==> src/rtl/sfft_pkg.sv <==
// Shared definitions for the stochastic FFT bitstream decoder: FSM encodings,
// output word width helper and the per-channel packing slice macro.
`ifndef SFFT_PKG_SV
`define SFFT_PKG_SV

`define SFFT_CH(k, w) ((k)*(w)) +: (w)

package sfft_pkg;

    localparam logic [1:0] ST_IDLE  = 2'd0;
    localparam logic [1:0] ST_ACCUM = 2'd1;
    localparam logic [1:0] ST_DONE  = 2'd2;

    typedef enum logic [1:0] {
        IDLE  = ST_IDLE,
        ACCUM = ST_ACCUM,
        DONE  = ST_DONE
    } state_e;

    // Room for the full count WINDOW plus a sign bit for bipolar words.
    function automatic int ow_f(input int bw);
        return bw + 2;
    endfunction

endpackage

`endif

==> src/rtl/sfft_ones_counter.sv <==
// Per-channel ones counter; counts set bits on enabled cycles, range 0..2**BITWIDTH.
module sfft_ones_counter
    import sfft_pkg::*;
#(
    parameter int BITWIDTH = 8
) (
    input  logic              iClk,
    input  logic              iClr,
    input  logic              iEn,
    input  logic              iBit,
    output logic [BITWIDTH:0] oCount
);

    localparam int CW = BITWIDTH + 1;

    logic [CW-1:0] count_q, count_d;

    always_comb begin
        count_d = count_q;
        if (iClr) begin
            count_d = '0;
        end else if (iEn) begin
            count_d = count_q + CW'(iBit);
        end
    end

    always_ff @(posedge iClk) begin
        count_q <= count_d;
    end

    assign oCount = count_q;

endmodule

==> src/rtl/sfft_bitstream_decoder.sv <==
// Windowed unary-to-binary decoder for the stochastic FFT outputs.
// Define SFFT_DEC_BIPOLAR_EN to emit signed bipolar words (2*count - WINDOW).
module sfft_bitstream_decoder
    import sfft_pkg::*;
#(
    parameter int BITWIDTH  = 8,
    parameter int NUMINPUTS = 8,
    parameter int WINDOW    = 2**BITWIDTH,
    parameter int OW        = ow_f(BITWIDTH)
) (
    input  logic                    iClk,
    input  logic                    iRst,
    input  logic                    iEn,
    input  logic                    iClr,
    input  logic                    iStart,
    input  logic [NUMINPUTS-1:0]    iReal,
    input  logic [NUMINPUTS-1:0]    iImg,
    input  logic                    iReady,
    output logic                    oValid,
    output logic                    oBusy,
    output logic [NUMINPUTS*OW-1:0] oReal,
    output logic [NUMINPUTS*OW-1:0] oImg
);

    localparam int CW = BITWIDTH + 1;

    state_e                  state_q, state_d;
    logic [CW-1:0]           smp_q, smp_d;
    logic [NUMINPUTS*OW-1:0] real_q, real_d;
    logic [NUMINPUTS*OW-1:0] img_q, img_d;
    logic [CW-1:0]           real_cnt [NUMINPUTS];
    logic [CW-1:0]           img_cnt  [NUMINPUTS];

    logic in_accum;
    logic last_smp;
    logic restart;
    logic cnt_clr;
    logic cnt_en;

`ifdef SFFT_DEC_BIPOLAR_EN
    localparam logic signed [OW-1:0] WIN_S = OW'(WINDOW);

    function automatic logic [OW-1:0] conv_f(input logic [CW-1:0] c);
        logic signed [OW-1:0] dbl;
        dbl = $signed(OW'({c, 1'b0}));
        return dbl - WIN_S;
    endfunction
`else
    function automatic logic [OW-1:0] conv_f(input logic [CW-1:0] c);
        return OW'(c);
    endfunction
`endif

    assign in_accum = (state_q == ACCUM);
    assign cnt_en   = in_accum && iEn;
    // The final sample is still on the inputs; it is folded in at load time.
    assign last_smp = cnt_en && !iClr && (smp_q == CW'(WINDOW - 1));
    assign restart  = iStart && ((state_q == IDLE) || ((state_q == DONE) && iReady));
    assign cnt_clr  = iRst || iClr || restart;

    for (genvar k = 0; k < NUMINPUTS; k++) begin : g_ch
        sfft_ones_counter #(.BITWIDTH(BITWIDTH)) u_re (
            .iClk   (iClk),
            .iClr   (cnt_clr),
            .iEn    (cnt_en),
            .iBit   (iReal[k]),
            .oCount (real_cnt[k])
        );
        sfft_ones_counter #(.BITWIDTH(BITWIDTH)) u_im (
            .iClk   (iClk),
            .iClr   (cnt_clr),
            .iEn    (cnt_en),
            .iBit   (iImg[k]),
            .oCount (img_cnt[k])
        );
    end

    always_comb begin
        state_d = state_q;
        case (state_q)
            IDLE:    if (iStart) state_d = ACCUM;
            ACCUM:   if (last_smp) state_d = DONE;
            DONE:    if (iReady) state_d = iStart ? ACCUM : IDLE;
            default: state_d = IDLE;
        endcase
        if (iClr) begin
            state_d = IDLE;
        end
    end

    always_comb begin
        smp_d = smp_q;
        if (iClr || restart) begin
            smp_d = '0;
        end else if (cnt_en) begin
            smp_d = smp_q + CW'(1);
        end
    end

    always_comb begin
        real_d = real_q;
        img_d  = img_q;
        if (last_smp) begin
            for (int k = 0; k < NUMINPUTS; k++) begin
                real_d[`SFFT_CH(k, OW)] = conv_f(real_cnt[k] + CW'(iReal[k]));
                img_d[`SFFT_CH(k, OW)]  = conv_f(img_cnt[k] + CW'(iImg[k]));
            end
        end
    end

    always_ff @(posedge iClk) begin
        if (iRst) begin
            state_q <= IDLE;
            smp_q   <= '0;
            real_q  <= '0;
            img_q   <= '0;
        end else begin
            state_q <= state_d;
            smp_q   <= smp_d;
            real_q  <= real_d;
            img_q   <= img_d;
        end
    end

    assign oValid = (state_q == DONE);
    assign oBusy  = in_accum;
    assign oReal  = real_q;
    assign oImg   = img_q;

endmodule

==> config.mk <==
export PLATFORM = sky130hd
export DESIGN_NAME = sfft_bitstream_decoder
export DESIGN_NICKNAME = d
export VERILOG_FILES = /design/src/rtl/sfft_pkg.sv /design/src/rtl/sfft_ones_counter.sv /design/src/rtl/sfft_bitstream_decoder.sv
export SDC_FILE = /design/constraint.sdc
export NUM_CORES = 1
export LEC_CHECK = 0
export CORE_ASPECT_RATIO = 0.7
export CORE_MARGIN = 2
export CORE_UTILIZATION = 50
export DETAILED_ROUTE_END_ITERATION = 8
export GPL_ROUTABILITY_DRIVEN = 0
export PLACE_DENSITY_LB_ADDON = 0.3
export SLEW_MARGIN = 30
export SYNTH_ARGS = -nofsm -noshare
export SYNTH_HDL_FRONTEND = slang
export SYNTH_SLANG_ARGS = --single-unit
==> constraint.sdc <==
create_clock -name iClk -period 1.8 [get_ports iClk]
set_input_delay 0.18 -clock iClk [delete_from_list [all_inputs] [get_ports iClk]]
set_output_delay 0.18 -clock iClk [all_outputs]
set_load 0.005 [all_outputs]
# [After elaboration in Yosys (flattened, before gate mapping)]
# Cells that the tools add are included.
[totals] regBits=299 input_bits=22 output_inout_bits=162 elab_cells=62
[op_classes] addsub=17 n_eq_ne=6 muxes=5 reduce_logical=14
[op_table] op="adder 9 x 1 -> 9 bit" n=16
[op_table] op="adder 9 x 1 -> 9 bit (second input constant)" n=1
[op_table] op="== test 9 x 8 -> 1 bit (second input constant)" n=1
[op_table] op="2-to-1 mux 2 bit" n=3
[op_table] op="case mux 2 bit (3 select lines)" n=1
[op_table] op="logical AND 1 bit" n=5
[op_table] op="logical OR 1 bit" n=4
[op_table] op="inequality test 2 bit (second input constant)" n=2
[op_table] op="OR reduction 2 bit" n=2
[op_table] op="AND reduction 3 bit" n=1
[op_table] op="== test 2 x 1 -> 1 bit (second input constant)" n=1
[op_table] op="== test 2 bit (second input constant)" n=1
[op_table] op="logical NOT 2 bit" n=1
[op_table] op="inequality test 2 x 1 -> 1 bit (second input constant)" n=1
[op_table] op="logical NOT 1 bit" n=1
[op_table] op="2-to-1 mux 1 bit" n=1

# [Longest topological paths before layout]
[logic_depth] depth_word=6 depth_mapped=9

# [Cells and area by module]
# A second synthesis with hierarchy kept.
[unflattened] cells_unflattened=1627 hier_area_um2=14413.8
[by_module_without_submodules] module="sfft_bitstream_decoder" instances=1 cells_per_inst=939 area_each_um2=7967.6
[by_module_without_submodules] module="sfft_ones_counter" instances=16 cells_per_inst=43 area_each_um2=402.9

# [Worst setup path after synthesis]
# Ideal clock, no wire load.
[synth_timing] path_type="register to register" start="reg smp_q[0]" end="reg img_q[8], in the netlist oImg[8]" setup_ns=0.136 arrival_time_ns=1.647 required_time_ns=1.664 path_slack_ns=0.017 path_stages_with_launch=10 synth_period_minus_slack_ns=1.783 cell_sequence="dfxtp_1 -> ha_1 -> nand3_1 -> nor2_1 -> ha_1 -> nand3b_1 -> nor2_1 -> buf_2 -> buf_2 -> a311oi_2"
[synth_between] elab_chain_len=2
[synth_rtl] element="from (decl)" line_no="sfft_bitstream_decoder.sv:28" rtl="logic [CW-1:0] smp_q, smp_d;"
[synth_rtl] element="from (signal assigned)" line_no="sfft_bitstream_decoder.sv:119" rtl="smp_q <= smp_d;"
[synth_rtl] element="== test 9 x 8 -> 1 bit" line_no="sfft_bitstream_decoder.sv:57" rtl="assign last_smp = cnt_en && !iClr && (smp_q == CW'(WINDOW - 1));"
[synth_rtl] element="logical AND 1 bit" line_no="sfft_bitstream_decoder.sv:57"
[synth_rtl] element="to (signal assigned)" line_no="sfft_bitstream_decoder.sv:121" rtl="img_q <= img_d;"
[synth_rtl] element="to (decl)" line_no="sfft_bitstream_decoder.sv:30" rtl="logic [NUMINPUTS*OW-1:0] img_q, img_d;"
# No other way between the ends.
# A chain may end at the register's enable or synchronous reset.

# [Worst setup path after layout]
[layout_timing] start="reg smp_q[1]" end="reg img_q[66], in the netlist oImg[66]"
# The elaborated chain is that of the path after synthesis.

==> Flow_metrics.wiki <==
{| class="wikitable"
! Metric !! Value
|-
| Result of the run || complete, but fails checks
|-
| Violated checks || setup timing
|-
| Cells on worst reg2reg path || 10
|-
| Number of clock sinks || 299
|-
| Number of DRC violations after detailed routing || 0
|-
| Cell-by-cell listing of the critical path || ha_4 -> nand3_4 -> nor2_4 -> ha_4 -> nand3b_1 -> nor2_4 -> buf_12 -> buf_12 -> clkbuf_16 -> a311oi_1
|-
| Initial drt markers || 1,169
|-
| Maximum clock skew at final layout || 9.78 ps
|-
| Initial core utilization || 0.509
|-
| Worst setup margin || -214 ps
|-
| Worst Setup Slack post-DPL || -323 ps
|-
| Sequential fraction of the synthesis area || 0.423
|-
| Number of H-tree levels || 1
|-
| Die W || 205 µm
|-
| Number of optimization iterations in the first detailed-route pass || 5
|-
| P per Cell Area || 703 nW/µm²
|-
| Unrepaired setup endpoints after global routing || yes
|-
| Synth warn || 0
|-
| Number of max-slew violations in the final report || 0
|-
| CORE AREA || 27,800 µm²
|-
| Total of endpoints with negative setup slack in the final report || 145
|-
| Unique masters post-synth || 45
|-
| Via-to-Cell Ratio || 6.28
|-
| Max-capacitance violation count || 0
|-
| Total Power || 13.9 mW
|-
| Actual slew at the worst max-slew pin || 517 ps
|-
| Final core utilization || 0.709
|-
| Synthesized-area fraction occupied by ao, oa, aoi and oai cells || 0.269
|-
| Cell area after technology mapping || 14,200 µm²
|-
| Post-layout min period || 2010 ps
|-
| CTS tree || yes
|-
| Total of flip-flops plus latches after synthesis || 299
|-
| Reg-to-reg critical path startpoint || smp_q[1]
|-
| Post-detailed-placement half-perimeter wirelength || roughly 27,000 µm
|-
| Vertical extent of the die || ~140 µm
|-
| Final nets || 1,934
|-
| Largest area contributor in the synthesized netlist || sky130_fd_sc_hd__dfxtp_1
|-
| Cell row count || 51
|-
| Routed len/inst || 20.6 µm
|-
| Worst EP required || 2220 ps
|-
| Worst supply voltage drop on vdd || 0.740 mV
|-
| CTS clock-pin slew for the worst setup and hold paths || 60 ps
|-
| Post-Synthesis Cells || 1,629
|-
| Via count of the first global-routing pass || 13,100
|-
| R2R Path End || oImg[66]
|-
| Largest net degree at the start of global routing || 79
|-
| Area share of and/or/nand/nor cells after synthesis || 0.172
|-
| Worst-case hold path end point || g_ch[5].u_im.oCount[8]
|-
| Number of buffers added by the clock tree synthesis step || 30
|-
| Synth top area share || 0.423
|-
| Fraction of the cycle the final worst path needs || 1.12
|-
| Share of final-layout standard cells stronger than drive strength 1 || 0.220
|-
| Fraction of synthesized cell area in xor and xnor cells || 0.0303
|-
| Number of hold violations in the final report || 0
|-
| Worst-path cell with the longest stage delay || sky130_fd_sc_hd__dfxtp_2
|-
| Adder-cell area share of the yosys netlist || 0.0300
|-
| Grt ovf || 0
|-
| Final TNS setup || -19,670 ps
|-
| Share of async-settable or async-resettable flops after synthesis || 0
|-
| Max-Slew Margin vs Limit || 0.656
|-
| Mapped Avg Cell Area || 8.70 µm²
|-
| Kind of critical path || flip-flop to flip-flop
|-
| Leakage || 5.82 nW
|-
| Vias || 14,300
|-
| Class of the tightest hold or removal check || primary input to flip-flop
|-
| Number of cells traversed by the worst hold path || 5
|-
| Top FF cell, synth || sky130_fd_sc_hd__dfxtp_1
|-
| Type of origin of the critical path || flip-flop
|-
| IO Count || 184
|-
| Biggest area contributors in the synthesized netlist || sky130_fd_sc_hd__dfxtp_1, sky130_fd_sc_hd__a21oi_1, sky130_fd_sc_hd__o21ai_0, sky130_fd_sc_hd__or3_1, sky130_fd_sc_hd__or4_1
|-
| Maximum clock path buffer count || 3
|-
| Syn-to-layout area delta || 39.2%
|-
| Combinational family with the most area after synthesis || compound AO/OA/AOI/OAI gates
|-
| Die Outline Area || 29,700 µm²
|-
| Hold WS || 180 ps
|-
| Port-buffer cells || 167
|-
| Top cell family by delay on the critical path || simple AND/OR/NAND/NOR gates
|-
| Total routing resource utilization after global routing || 0.296
|-
| CP Buf/Inv Count || 3
|-
| Crit Path Max Fanout || 7
|-
| Arrival @ worst endpoint || 2440 ps
|-
| Number of flops mapped to enable cells by yosys || 0
|-
| Clock insertion delay at the later pin of the skew report || 560 ps
|-
| Portion of netlist area occupied by mux cells || 0.0113
|-
| Start point of the worst min-delay path || iRst
|-
| Max stage delay on crit path || 360 ps
|-
| Root Driver || sky130_fd_sc_hd__clkbuf_16
|-
| Post-Route WL || 46,800 µm
|-
| Number of antenna-violating nets in the routed design || 0
|-
| First-pass GRT wire length || 70,400 µm
|-
| Register-to-Register Setup Slack || -210 ps
|-
| Critical path endpoint category || flip-flop
|-
| Number of antenna violations at the first check in global routing || 2
|-
| Achievable clock frequency || 496 MHz
|}
## tightest hold or removal path: stages
cell and delay (ps):
sky130_fd_sc_hd__buf_4 140, sky130_fd_sc_hd__nor2_4 70, sky130_fd_sc_hd__buf_4 150, sky130_fd_sc_hd__o211ai_1 70, sky130_fd_sc_hd__mux2i_1 70
## logic make-up (layout without fill, tap and decap cells)
family | Yosys count | count (layout)
simple gates | 411 | 411
mux | 16 | 16
buf+inv | 194 | 451
xor+xnor | 49 | 49
compound gates | 625 | 625
fa+ha+maj | 34 | 34
flops | 299 | 299
other cells | 1 | 18
## routing by layer
| metal | GRT usage | share of wire |
|---|---|---|
| met1 | 0.407 | 0.44 |
| met2 | 0.465 | 0.46 |
| met3 | 0.0564 | 0.076 |
| met4 | 0.103 | 0.024 |
| met5 | 0 | 0 |
## Yosys cell counts, types with 2 or more instances
| cell type | number |
|---|---|
| sky130_fd_sc_hd__buf_6 | 5 |
| sky130_fd_sc_hd__nand4_2 | 2 |
| sky130_fd_sc_hd__ha_1 | 34 |
| sky130_fd_sc_hd__or4_1 | 65 |
| sky130_fd_sc_hd__nor2b_1 | 2 |
| sky130_fd_sc_hd__nand2_1 | 109 |
| sky130_fd_sc_hd__buf_1 | 7 |
| sky130_fd_sc_hd__inv_1 | 51 |
| sky130_fd_sc_hd__o211ai_1 | 32 |
| sky130_fd_sc_hd__nor2_1 | 5 |
| sky130_fd_sc_hd__xnor2_1 | 26 |
| sky130_fd_sc_hd__a211oi_1 | 49 |
| sky130_fd_sc_hd__dfxtp_1 | 299 |
| sky130_fd_sc_hd__a311oi_2 | 13 |
| sky130_fd_sc_hd__clkbuf_1 | 54 |
| sky130_fd_sc_hd__nor3_1 | 2 |
| sky130_fd_sc_hd__nand2b_1 | 2 |
| sky130_fd_sc_hd__nand3_4 | 4 |
| sky130_fd_sc_hd__o31ai_1 | 62 |
| sky130_fd_sc_hd__nand4b_1 | 6 |
| sky130_fd_sc_hd__or3_1 | 98 |
| sky130_fd_sc_hd__a21oi_1 | 279 |
| sky130_fd_sc_hd__nor4_1 | 16 |
| sky130_fd_sc_hd__nand4_1 | 25 |
| sky130_fd_sc_hd__nand3_1 | 55 |
| sky130_fd_sc_hd__o21ai_0 | 135 |
| sky130_fd_sc_hd__buf_4 | 20 |
| sky130_fd_sc_hd__xor2_1 | 23 |
| sky130_fd_sc_hd__nand3b_1 | 2 |
| sky130_fd_sc_hd__buf_2 | 56 |
| sky130_fd_sc_hd__mux2i_1 | 16 |
| sky130_fd_sc_hd__and3b_1 | 2 |
| sky130_fd_sc_hd__nand3_2 | 12 |
| sky130_fd_sc_hd__a311oi_1 | 50 |
## final cells by class
| class | instances | area (µm²) |
|---|---|---|
| sequential | 299 | 6000 |
| tap | 371 | 464 |
| timing repair buffer | 345 | 3810 |
| clock buffer | 41 | 853 |
| inverter | 51 | 196 |
| fill | 2080 | 8100 |
| antenna | 2 | 5.00 |
| multi-input combinational | 1151 | 8190 |
| clock inverter | 14 | 201 |
## worst max-delay path by stage
stage	from	end	slack (ps)	cells after the start
floorplan	smp_q[0]	oImg[8]	20	9
global placement	iImg[2]	oImg[28]	-300	6
detailed placement	iReal[7]	g_ch[7].u_re.oCount[8]	-320	6
CTS	smp_q[0]	oReal[34]	-160	10
global route	smp_q[1]	oImg[7]	-250	10
finish	smp_q[1]	oImg[66]	-210	10
## stage by stage
step / std cells / area [µm²]
after floorplan: 1644 / 14200
after global placement: 2178 / 16900
after detailed placement: 2178 / 16900
after CTS: 2265 / 19100
after global routing: 2274 / 19700
final: 2274 / 19700
## report_power, final
| part | switching [mW] | internal [mW] | total (mW) |
|---|---|---|---|
| Sequential | 0.00383 | 6.62 | 6.62 |
| Combinational | 0.376 | 0.150 | 0.526 |
| Clock | 2.70 | 4.02 | 6.72 |
## sequential cells by signal (all words and copies together), names as in the netlist
name and count:
state_q 2, oImg 72, g_ch.u_re.oCount 72, oReal 72, g_ch.u_im.oCount 72, smp_q 9
## cell usage in the layout, fill, tap and decap left out, types with 13 or more instances in the layout
cell type                           n
sky130_fd_sc_hd__dfxtp_1          290
sky130_fd_sc_hd__a21oi_1          238
sky130_fd_sc_hd__nand4_1           25
sky130_fd_sc_hd__a21oi_2           38
sky130_fd_sc_hd__xor2_1            23
sky130_fd_sc_hd__or4_1             65
sky130_fd_sc_hd__a311oi_2          29
sky130_fd_sc_hd__ha_1              29
sky130_fd_sc_hd__conb_1            16
sky130_fd_sc_hd__a211oi_2          33
sky130_fd_sc_hd__xnor2_1           26
sky130_fd_sc_hd__clkbuf_16         38
sky130_fd_sc_hd__buf_12            27
sky130_fd_sc_hd__buf_4            127
sky130_fd_sc_hd__nand3_1           33
sky130_fd_sc_hd__o21ai_0          112
sky130_fd_sc_hd__o21ai_1           13
sky130_fd_sc_hd__a211oi_1          16
sky130_fd_sc_hd__o31ai_1           62
sky130_fd_sc_hd__o211ai_1          32
sky130_fd_sc_hd__nand3_4           17
sky130_fd_sc_hd__inv_1             50
sky130_fd_sc_hd__nand2_1          109
sky130_fd_sc_hd__buf_16            17
sky130_fd_sc_hd__clkdlybuf4s50_1  164
sky130_fd_sc_hd__mux2i_1           16
sky130_fd_sc_hd__a311oi_1          34
sky130_fd_sc_hd__nand3_2           21
sky130_fd_sc_hd__or3_1             97
## what timing repair did
item	in CTS	in global routing
resized for setup	113	118
buffers inserted	17	5
hold buffers	0	0
endpoints found under the setup margin	147	157
pin swaps	53	79
gates cloned	16	7
(Power assumes the default switching activity.)
